$ cat src/rtl/tkg_sync_arbiter.sv
// Clocked N-way round-robin arbiter between four-phase requesters and one four-phase
// resource port, with input synchronisers and a sticky handshake watchdog.
module tkg_sync_arbiter #(
    parameter int N           = 4,
    parameter int SYNC_STAGES = 2,
    parameter int IDX_W       = 2,
    parameter int TIMEOUT     = 0
) (
    input  logic             clk,
    input  logic             reset_n,
    input  logic [N-1:0]     rq,
    output logic [N-1:0]     ak,
    output logic             res_rq,
    output logic [IDX_W-1:0] res_sel,
    input  logic             res_ak,
    output logic             busy,
    output logic             err
);

    localparam int WD_W = (TIMEOUT < 2) ? 1 : $clog2(TIMEOUT + 1);
    localparam logic [WD_W-1:0] WD_MAX = WD_W'(TIMEOUT);
    localparam logic [N-1:0] ONE_N = {{(N-1){1'b0}}, 1'b1};

    typedef enum logic [1:0] {
        ST_IDLE = 2'd0,
        ST_REQ  = 2'd1,
        ST_HOLD = 2'd2,
        ST_REL  = 2'd3
    } state_t;

    logic [SYNC_STAGES-1:0][N-1:0] rq_sync_r;
    logic [SYNC_STAGES-1:0]        ak_sync_r;
    logic [N-1:0]                  rq_s;
    logic                          res_ak_s;
    logic [IDX_W-1:0]              win_s;
    logic [IDX_W-1:0]              next_ptr_s;
    logic [WD_W-1:0]               wdog_inc_s;

    state_t           state_r;
    logic [IDX_W-1:0] ptr_r;
    logic [WD_W-1:0]  wdog_r;
    logic [N-1:0]     ak_r;
    logic             res_rq_r;
    logic [IDX_W-1:0] sel_r;
    logic             busy_r;
    logic             err_r;

    // First set bit of req, searching upward from base and wrapping at N.
    function automatic logic [IDX_W-1:0] rr_pick(input logic [N-1:0] req,
                                                 input logic [IDX_W-1:0] base);
        logic [IDX_W-1:0] res;
        logic             found;
        int               idx;
        res   = {IDX_W{1'b0}};
        found = 1'b0;
        for (int i = 0; i < N; i++) begin
            idx = (int'(base) + i) % N;
            if (!found && req[idx]) begin
                res   = IDX_W'(idx);
                found = 1'b1;
            end
        end
        return res;
    endfunction

    function automatic logic [IDX_W-1:0] rr_next(input logic [IDX_W-1:0] w);
        return IDX_W'((int'(w) + 1) % N);
    endfunction

    // Synchroniser chains for the asynchronous handshake inputs.
    always_ff @(posedge clk or negedge reset_n) begin
        if (!reset_n) begin
            rq_sync_r <= {(SYNC_STAGES*N){1'b0}};
            ak_sync_r <= {SYNC_STAGES{1'b0}};
        end else begin
            rq_sync_r <= {rq_sync_r[SYNC_STAGES-2:0], rq};
            ak_sync_r <= {ak_sync_r[SYNC_STAGES-2:0], res_ak};
        end
    end

    // Arbitration choice, owner hand-off pointer and saturating watchdog step.
    always_comb begin
        rq_s       = rq_sync_r[SYNC_STAGES-1];
        res_ak_s   = ak_sync_r[SYNC_STAGES-1];
        win_s      = rr_pick(rq_s, ptr_r);
        next_ptr_s = rr_next(sel_r);
        if (wdog_r == WD_MAX) begin
            wdog_inc_s = wdog_r;
        end else begin
            wdog_inc_s = wdog_r + WD_W'(1);
        end
    end

    // Handshake sequencer: grant, resource request, owner release, resource release.
    always_ff @(posedge clk or negedge reset_n) begin
        if (!reset_n) begin
            state_r  <= ST_IDLE;
            ptr_r    <= {IDX_W{1'b0}};
            wdog_r   <= {WD_W{1'b0}};
            ak_r     <= {N{1'b0}};
            res_rq_r <= 1'b0;
            sel_r    <= {IDX_W{1'b0}};
            busy_r   <= 1'b0;
        end else begin
            case (state_r)
                ST_IDLE: begin
                    if (|rq_s) begin
                        sel_r    <= win_s;
                        res_rq_r <= 1'b1;
                        busy_r   <= 1'b1;
                        wdog_r   <= {WD_W{1'b0}};
                        state_r  <= ST_REQ;
                    end
                end
                ST_REQ: begin
                    if (res_ak_s) begin
                        ak_r    <= ONE_N << sel_r;
                        wdog_r  <= {WD_W{1'b0}};
                        state_r <= ST_HOLD;
                    end else begin
                        wdog_r  <= wdog_inc_s;
                    end
                end
                ST_HOLD: begin
                    if (!rq_s[sel_r]) begin
                        res_rq_r <= 1'b0;
                        wdog_r   <= {WD_W{1'b0}};
                        state_r  <= ST_REL;
                    end
                end
                ST_REL: begin
                    // ak only falls once the resource has seen its request drop.
                    if (!res_ak_s) begin
                        ak_r    <= {N{1'b0}};
                        ptr_r   <= next_ptr_s;
                        busy_r  <= 1'b0;
                        wdog_r  <= {WD_W{1'b0}};
                        state_r <= ST_IDLE;
                    end else begin
                        wdog_r  <= wdog_inc_s;
                    end
                end
                default: begin
                    state_r  <= ST_IDLE;
                    ak_r     <= {N{1'b0}};
                    res_rq_r <= 1'b0;
                    busy_r   <= 1'b0;
                    wdog_r   <= {WD_W{1'b0}};
                end
            endcase
        end
    end

    // Sticky watchdog flag; the sequencer keeps waiting regardless.
    always_ff @(posedge clk or negedge reset_n) begin
        if (!reset_n) begin
            err_r <= 1'b0;
        end else if ((TIMEOUT != 0) && (wdog_r == WD_MAX)) begin
            err_r <= 1'b1;
        end
    end

    assign ak      = ak_r;
    assign res_rq  = res_rq_r;
    assign res_sel = sel_r;
    assign busy    = busy_r;
    assign err     = err_r;

endmodule


$ cat config.mk
export PLATFORM = sky130hd
export DESIGN_NAME = tkg_sync_arbiter
export DESIGN_NICKNAME = d
export VERILOG_FILES = /design/src/rtl/tkg_sync_arbiter.sv
export SDC_FILE = /design/constraint.sdc
export NUM_CORES = 1
export LEC_CHECK = 0
export CORE_ASPECT_RATIO = 0.8
export CORE_MARGIN = 1.5
export CORE_UTILIZATION = 37
export CTS_BUF_LIST = sky130_fd_sc_hd__clkbuf_2
export DETAILED_ROUTE_END_ITERATION = 16
export SLEW_MARGIN = 20
export SYNTH_ARGS = -nofsm -noshare
export SYNTH_HDL_FRONTEND = slang
export SYNTH_SLANG_ARGS = --single-unit
$ cat constraint.sdc
create_clock -name clk -period 1.7 [get_ports clk]
set_input_delay 0.34 -clock clk [delete_from_list [all_inputs] [get_ports clk]]
set_output_delay 0.34 -clock clk [all_outputs]
set_load 0.02 [all_outputs]
==> metrics, run 1 <==
Sw Share a little under two fifths; number of global-route vias before repair 737; Leak Pwr approximately 0.59 nW; number of routed nets with antenna violations 0; dpl cells roughly 150; largest net degree at the start of global routing 23; gp weighted congestion between 0.7 and 0.8; Critical Path End Type register; max cap viols 0; clk_skew 0.0107 ns; Crit path required time approximately 2.0 ns; asr flop ratio synth 100%; CTS buffer count 3; status complete, no violations; syn avg cell area about 11 µm²; via/cell ratio 5.01; reg-to-reg startpoint state_r[1]$_DFFE_PN0P_; row count 17; CP Class register to register; Worst R2R Setup Slack 0.08 ns; number of enable flip-flop cells after synthesis 0; Clock Path Buffers 2; Reg2Reg Depth 5; CTS Hold Bufs 0; Ys Warns 1; IO Port Bufs 14; worst min path class input pin to asynchronous set/reset pin; fin cells ~150; Initial Util ~39%; root buffer cell clkbuf_2; logic gate share of total power a little under half; Clk pwr share between 10% and 20%; fmax about 620 MHz; register bit total from synthesis 22; Max Slew Vio Count 0; Final nets 130; DRT Wirelength between 1500 and 2000 µm; drt drc 0; Routed wire per std cell 12.2 µm; worst setup path startpoint state_r[1]$_DFFE_PN0P_; clock sinks 22; die area about 3200 µm²; Diodes inserted 0; minimum clock period around 1.6 ns; DR pass1 iterations 4; final setup fails 0; via count roughly 760; post-synthesis sequential area ratio ~50%; first-pass GRT wire length between 3000 and 4000 µm; CP arrival between 1.5 and 2 ns; Post-DP Area around 1300 µm²; Final Hold Fails 0; setup_tns 0 ns; Ports 16; antenna violations before repair 0; Clock transition at path regs 0.21 ns; most common cell after layout, fill and taps aside dfrtp_1; clk_lat worst skew roughly 0.32 ns; part of the power in registers a little under two fifths; crit share post-route between 90% and 100%; synthesized area between 1000 and 1500 µm²; Util after Layout a little under half; most frequent cells in the layout dfrtp_1 (20), o21ai_0 (10), a21oi_1 (8), dlygate4sd2_1 (8), ha_1 (7); GRT overflow 0; initial DRC count 65; Crit Reg-Reg Endpoint state_r[1]$_DFFE_PN0P_; Mapped Cells between 90 and 100; CTS tree yes; Cell Int Power between 0.001 and 0.0015 W; htree depth 1; Crit Path Max Fanout 3; ratio of cells with drive above 1 in the final layout about a fifth; syn nets 110; DIE HEIGHT ~50 µm; P&R area growth vs syn 22.8%; Post-synth top flop dfrtp_1; core box area between 2000 and 3000 µm²; CP startpoint kind register; design area 1320 µm²; Max VDD drop 0.000723 V; Tot GR Track Use around an eighth; RSZ-0062 raised after global routing no; die width between 60 and 70 µm; switching pwr between 0.0008 and 0.0009 W; placed wire-length estimate between 1000 and 1500 µm; post-synthesis cell type count 29; PwrDens 1660 nW/µm²
## metal layers
| layer | track usage [%] | part of all wire, % | wire (µm) |
|---|---|---|---|
| met1 | 16.8 | 47 | 869 |
| met2 | 22.7 | 47 | 871 |
| met3 | 3.96 | 5.0 | 92 |
| met4 | 2.17 | 0.54 | 10 |
| met5 | 0 | 0 | 0 |
## through the flow
stage                     power [W]  hold slack, ns  setup WS (ns)
after global routing        0.00238           0.322        0.00714
after global placement      0.00183           0.331         0.0820
final                       0.00219           0.327         0.0772
after floorplan             0.00152          0.0444        0.00283
after CTS                   0.00220           0.314         0.0196
after detailed placement    0.00186           0.335      -0.000555
## registers in the layout (all words and copies together), names as in the netlist
register   cells
ak             4
ak_sync_r      2
busy           1
ptr_r          2
res_rq         1
res_sel        2
rq_s           4
rq_sync_r      4
state_r        2
## cell type report
class / count / area [µm²]
Clock buffer: 3 / 15.0
Fill cell: 270 / 1450
Inverter: 6 / 22.5
Timing Repair Buffer: 19 / 168
Multi-Input combinational cell: 62 / 483
Tap cell: 38 / 47.5
Sequential cell: 22 / 553
Clock inverter: 1 / 30.0
## cells in the mapped netlist (2+ instances only)
master	n	area share, %
dfrtp_1	22	51
o21ai_0	10	4.7
ha_1	9	10
a21oi_1	8	3.7
inv_1	6	2.1
a211oi_1	4	2.8
mux2i_1	4	3.7
nor3_1	4	1.9
nand2_1	3	1.0
mux2_2	2	2.1
nand2b_1	2	1.2
nor2_1	2	0.70
o22ai_1	2	1.2
## logic make-up (layout without fill, tap and decap cells)
group	count (synthesis)	after routing	share of synthesized area [%]
compound gates	27	27	15.4
fa+ha+maj	9	9	10.5
flops	22	22	51.3
mux	7	7	7.23
buf+inv	10	29	4.66
other cells	1	1	0.349
simple gates	18	18	10.6
## worst max-delay path by stage
stage / endpoint / slack [ns] / cells after the start
floorplan: state_r[1]$_DFFE_PN0P_ / 0.003 / 7
global placement: state_r[1]$_DFFE_PN0P_ / 0.08 / 6
detailed placement: state_r[1]$_DFFE_PN0P_ / -0.0006 / 6
CTS: state_r[1]$_DFFE_PN0P_ / 0.02 / 5
global route: state_r[1]$_DFFE_PN0P_ / 0.007 / 5
finish: state_r[1]$_DFFE_PN0P_ / 0.08 / 5
## repair_timing
action	4_1_cts	5_1_grt
endpoints found under the setup margin	9	1
pin swaps	0	0
gates resized for setup	10	4
buffers inserted	1	0
## worst max-delay path, cell delays in order (launching register included)
cell and delay [ns]:
dfrtp_1 0.42, buf_4 0.14, ha_1 0.18, a221o_2 0.39, nor2_4 0.11, mux2_4 0.30
## power groups by stage
stage / Clock, W / Sequential, W / Combinational [W]
global placement: 0 / 0.000827 / 0.00100
detailed placement: 0 / 0.000840 / 0.00102
finish: 0.000359 / 0.000825 / 0.00101
global route: 0.000401 / 0.000856 / 0.00113
floorplan: 0 / 0.000901 / 0.000620
CTS: 0.000379 / 0.000822 / 0.000996
Note: power is estimated with default switching activity, not from simulation.
==> inputs of run 2 (changes only) <==
CORE_UTILIZATION = 49   (was 37)
CTS_CLUSTER_DIAMETER = 120   (was default)
PLACE_DENSITY = 0.76   (was default)
==> metrics, run 2 (same netlist as run 1, synthesis figures left out) <==
CP Class register to register; ratio of cells with drive above 1 in the final layout between 20% and 30%; logic gate share of total power about half; final setup fails 0; clk_lat worst skew roughly 0.32 ns; Clk pwr share a little under a tenth; number of routed nets with antenna violations 0; status complete, no violations; Routed wire per std cell roughly 14 µm; Final nets ~130; Filler cells approximately 160; number of global-route vias before repair 719; GRT overflow 0; via/cell ratio roughly 5.5; Leak Pwr between 0.5 and 0.6 nW; Critical Path End Type register; drt drc 0; die width 55.3 µm; Ports 16; htree depth 1; gp weighted congestion 0.786; worst min path class input pin to asynchronous set/reset pin; Final WS setup about 0.0021 ns; core box area 1980 µm²; antenna violations before repair 0; fin cells 140; max cap viols 0; Crit path required time 1.94 ns; IO Port Bufs 14; CP startpoint kind register; Clock transition at path regs between 0.15 and 0.2 ns; most frequent cells in the layout dfrtp_1 (19), o21ai_0 (10), a21oi_1 (8), dlygate4sd2_1 (8), buf_4 (7); P&R area growth vs syn 23.3%; fmax between 500 and 600 MHz; PwrDens 1640 nW/µm²; Diodes inserted 0; Max Slew Vio Count 0; clock sinks 22; Util after Layout approximately two thirds; Sw Share 40.4%; die area ~2500 µm²; part of the power in registers about two fifths; Final Hold Fails 0; CP arrival roughly 1.9 ns; most common cell after layout, fill and taps aside dfrtp_1; DRT Wirelength about 1900 µm; DR pass1 iterations 4; dpl cells between 100 and 150; Tot GR Track Use 17.4%; initial DRC count 13; Clock Path Buffers 2; RSZ-0062 raised after global routing yes; Crit Path Max Fanout 3; switching pwr a little under 0.0009 W; DIE HEIGHT approximately 45 µm; CTS Hold Bufs 0; minimum clock period roughly 1.7 ns; via count about 780; crit share post-route around 100%; CTS buffer count 3; Cell Int Power around 0.0013 W; placed wire-length estimate between 1000 and 1500 µm; root buffer cell clkbuf_2; Max VDD drop about 0.00097 V; Worst R2R Setup Slack about 0.0021 ns; row count 14; largest net degree at the start of global routing 23; Initial Util around 54%; clk_skew 0.0117 ns; first-pass GRT wire length around 3200 µm; CTS tree yes; Setup WS pre-CTS 0.0153 ns
run 2: changes by cell type in the layout (fill, tap and decap cells not counted):
cell | before | now
ha_4 | 0 | 1
bufinv_16 | 1 | 0
o22ai_1 | 2 | 1
ha_2 | 2 | 3
inv_2 | 1 | 2
clkinv_1 | 0 | 1
dfrtp_2 | 2 | 3
buf_6 | 0 | 1
inv_1 | 5 | 4
o22ai_2 | 0 | 1
ha_1 | 7 | 5
buf_4 | 5 | 7
dfrtp_1 | 20 | 19
run 2: metrics by stage:
| step | hold slack, ns | setup TNS (ns) | area, µm² | total power (W) |
|---|---|---|---|---|
| after floorplan | 0.0444 | 0 | 1070 | 0.00152 |
| after global placement | 0.332 | 0 | 1250 | 0.00182 |
| after detailed placement | 0.337 | 0 | 1250 | 0.00187 |
| after CTS | 0.311 | 0 | 1270 | 0.00205 |
| after global routing | 0.325 | -0.0426 | 1320 | 0.00234 |
| final | 0.318 | 0 | 1320 | 0.00217 |
run 2: cell type report:
cell class,instances,area (µm²),share of cell area [%]
Clock buffer,3,15.0,1.13
Clock inverter,1,3.75,0.284
Inverter,6,22.5,1.70
Multi-Input combinational cell,62,504,38.1
Sequential cell,22,554,41.9
Tap cell,24,30.0,2.27
Timing Repair Buffer,22,194,14.7
run 2: repair_timing:
item                                    4_1_cts  5_1_grt
gates resized for setup                      10       11
endpoints found under the setup margin        9        1
buffers inserted                              2        2
pin swaps                                     0        2
run 2: final timing paths:
path / startpoint / cells past startpoint / endpoint
hold reg to reg: rq_sync_r[0]$_DFF_PN0_ / 0 / rq_s[0]$_DFF_PN0_
setup reg to reg: state_r[1]$_DFFE_PN0P_ / 5 / state_r[1]$_DFFE_PN0P_
min in group clk: rq_sync_r[0]$_DFF_PN0_ / 0 / rq_s[0]$_DFF_PN0_
hold / removal: reset_n / 2 / ptr_r[0]$_DFFE_PN0P_
setup / recovery: state_r[1]$_DFFE_PN0P_ / 5 / state_r[1]$_DFFE_PN0P_
max in group asynchronous: reset_n / 2 / state_r[0]$_DFFE_PN0P_
run 2: layer usage:
metal | share of wire, % | wire [µm] | track usage, %
met1 | 45 | 861 | 20.6
met2 | 48 | 921 | 29.3
met3 | 6.6 | 127 | 7.16
met5 | 0 | 0 | 0
met4 | 1.2 | 23 | 5.85
run 2: critical path, cell delays in order (launching register included):
cell,delay (ns)
dfrtp_1,0.46
buf_6,0.14
ha_4,0.15
a221o_2,0.42
nor2_4,0.14
mux2_4,0.30
run 2: power by group through the flow:
stage / registers (W) / logic (W) / clock network [W]
global route: 0.000872 / 0.00123 / 0.000239
detailed placement: 0.000844 / 0.00102 / 0
floorplan: 0.000901 / 0.000620 / 0
finish: 0.000845 / 0.00112 / 0.000197
global placement: 0.000828 / 0.000996 / 0
CTS: 0.000830 / 0.00101 / 0.000211
==> inputs of run 3 (changes only) <==
SKIP_LAST_GASP = 1   (was default)
==> results of run 3 <==
No change in the layout: final DEF, timing and power equal those of run 2.
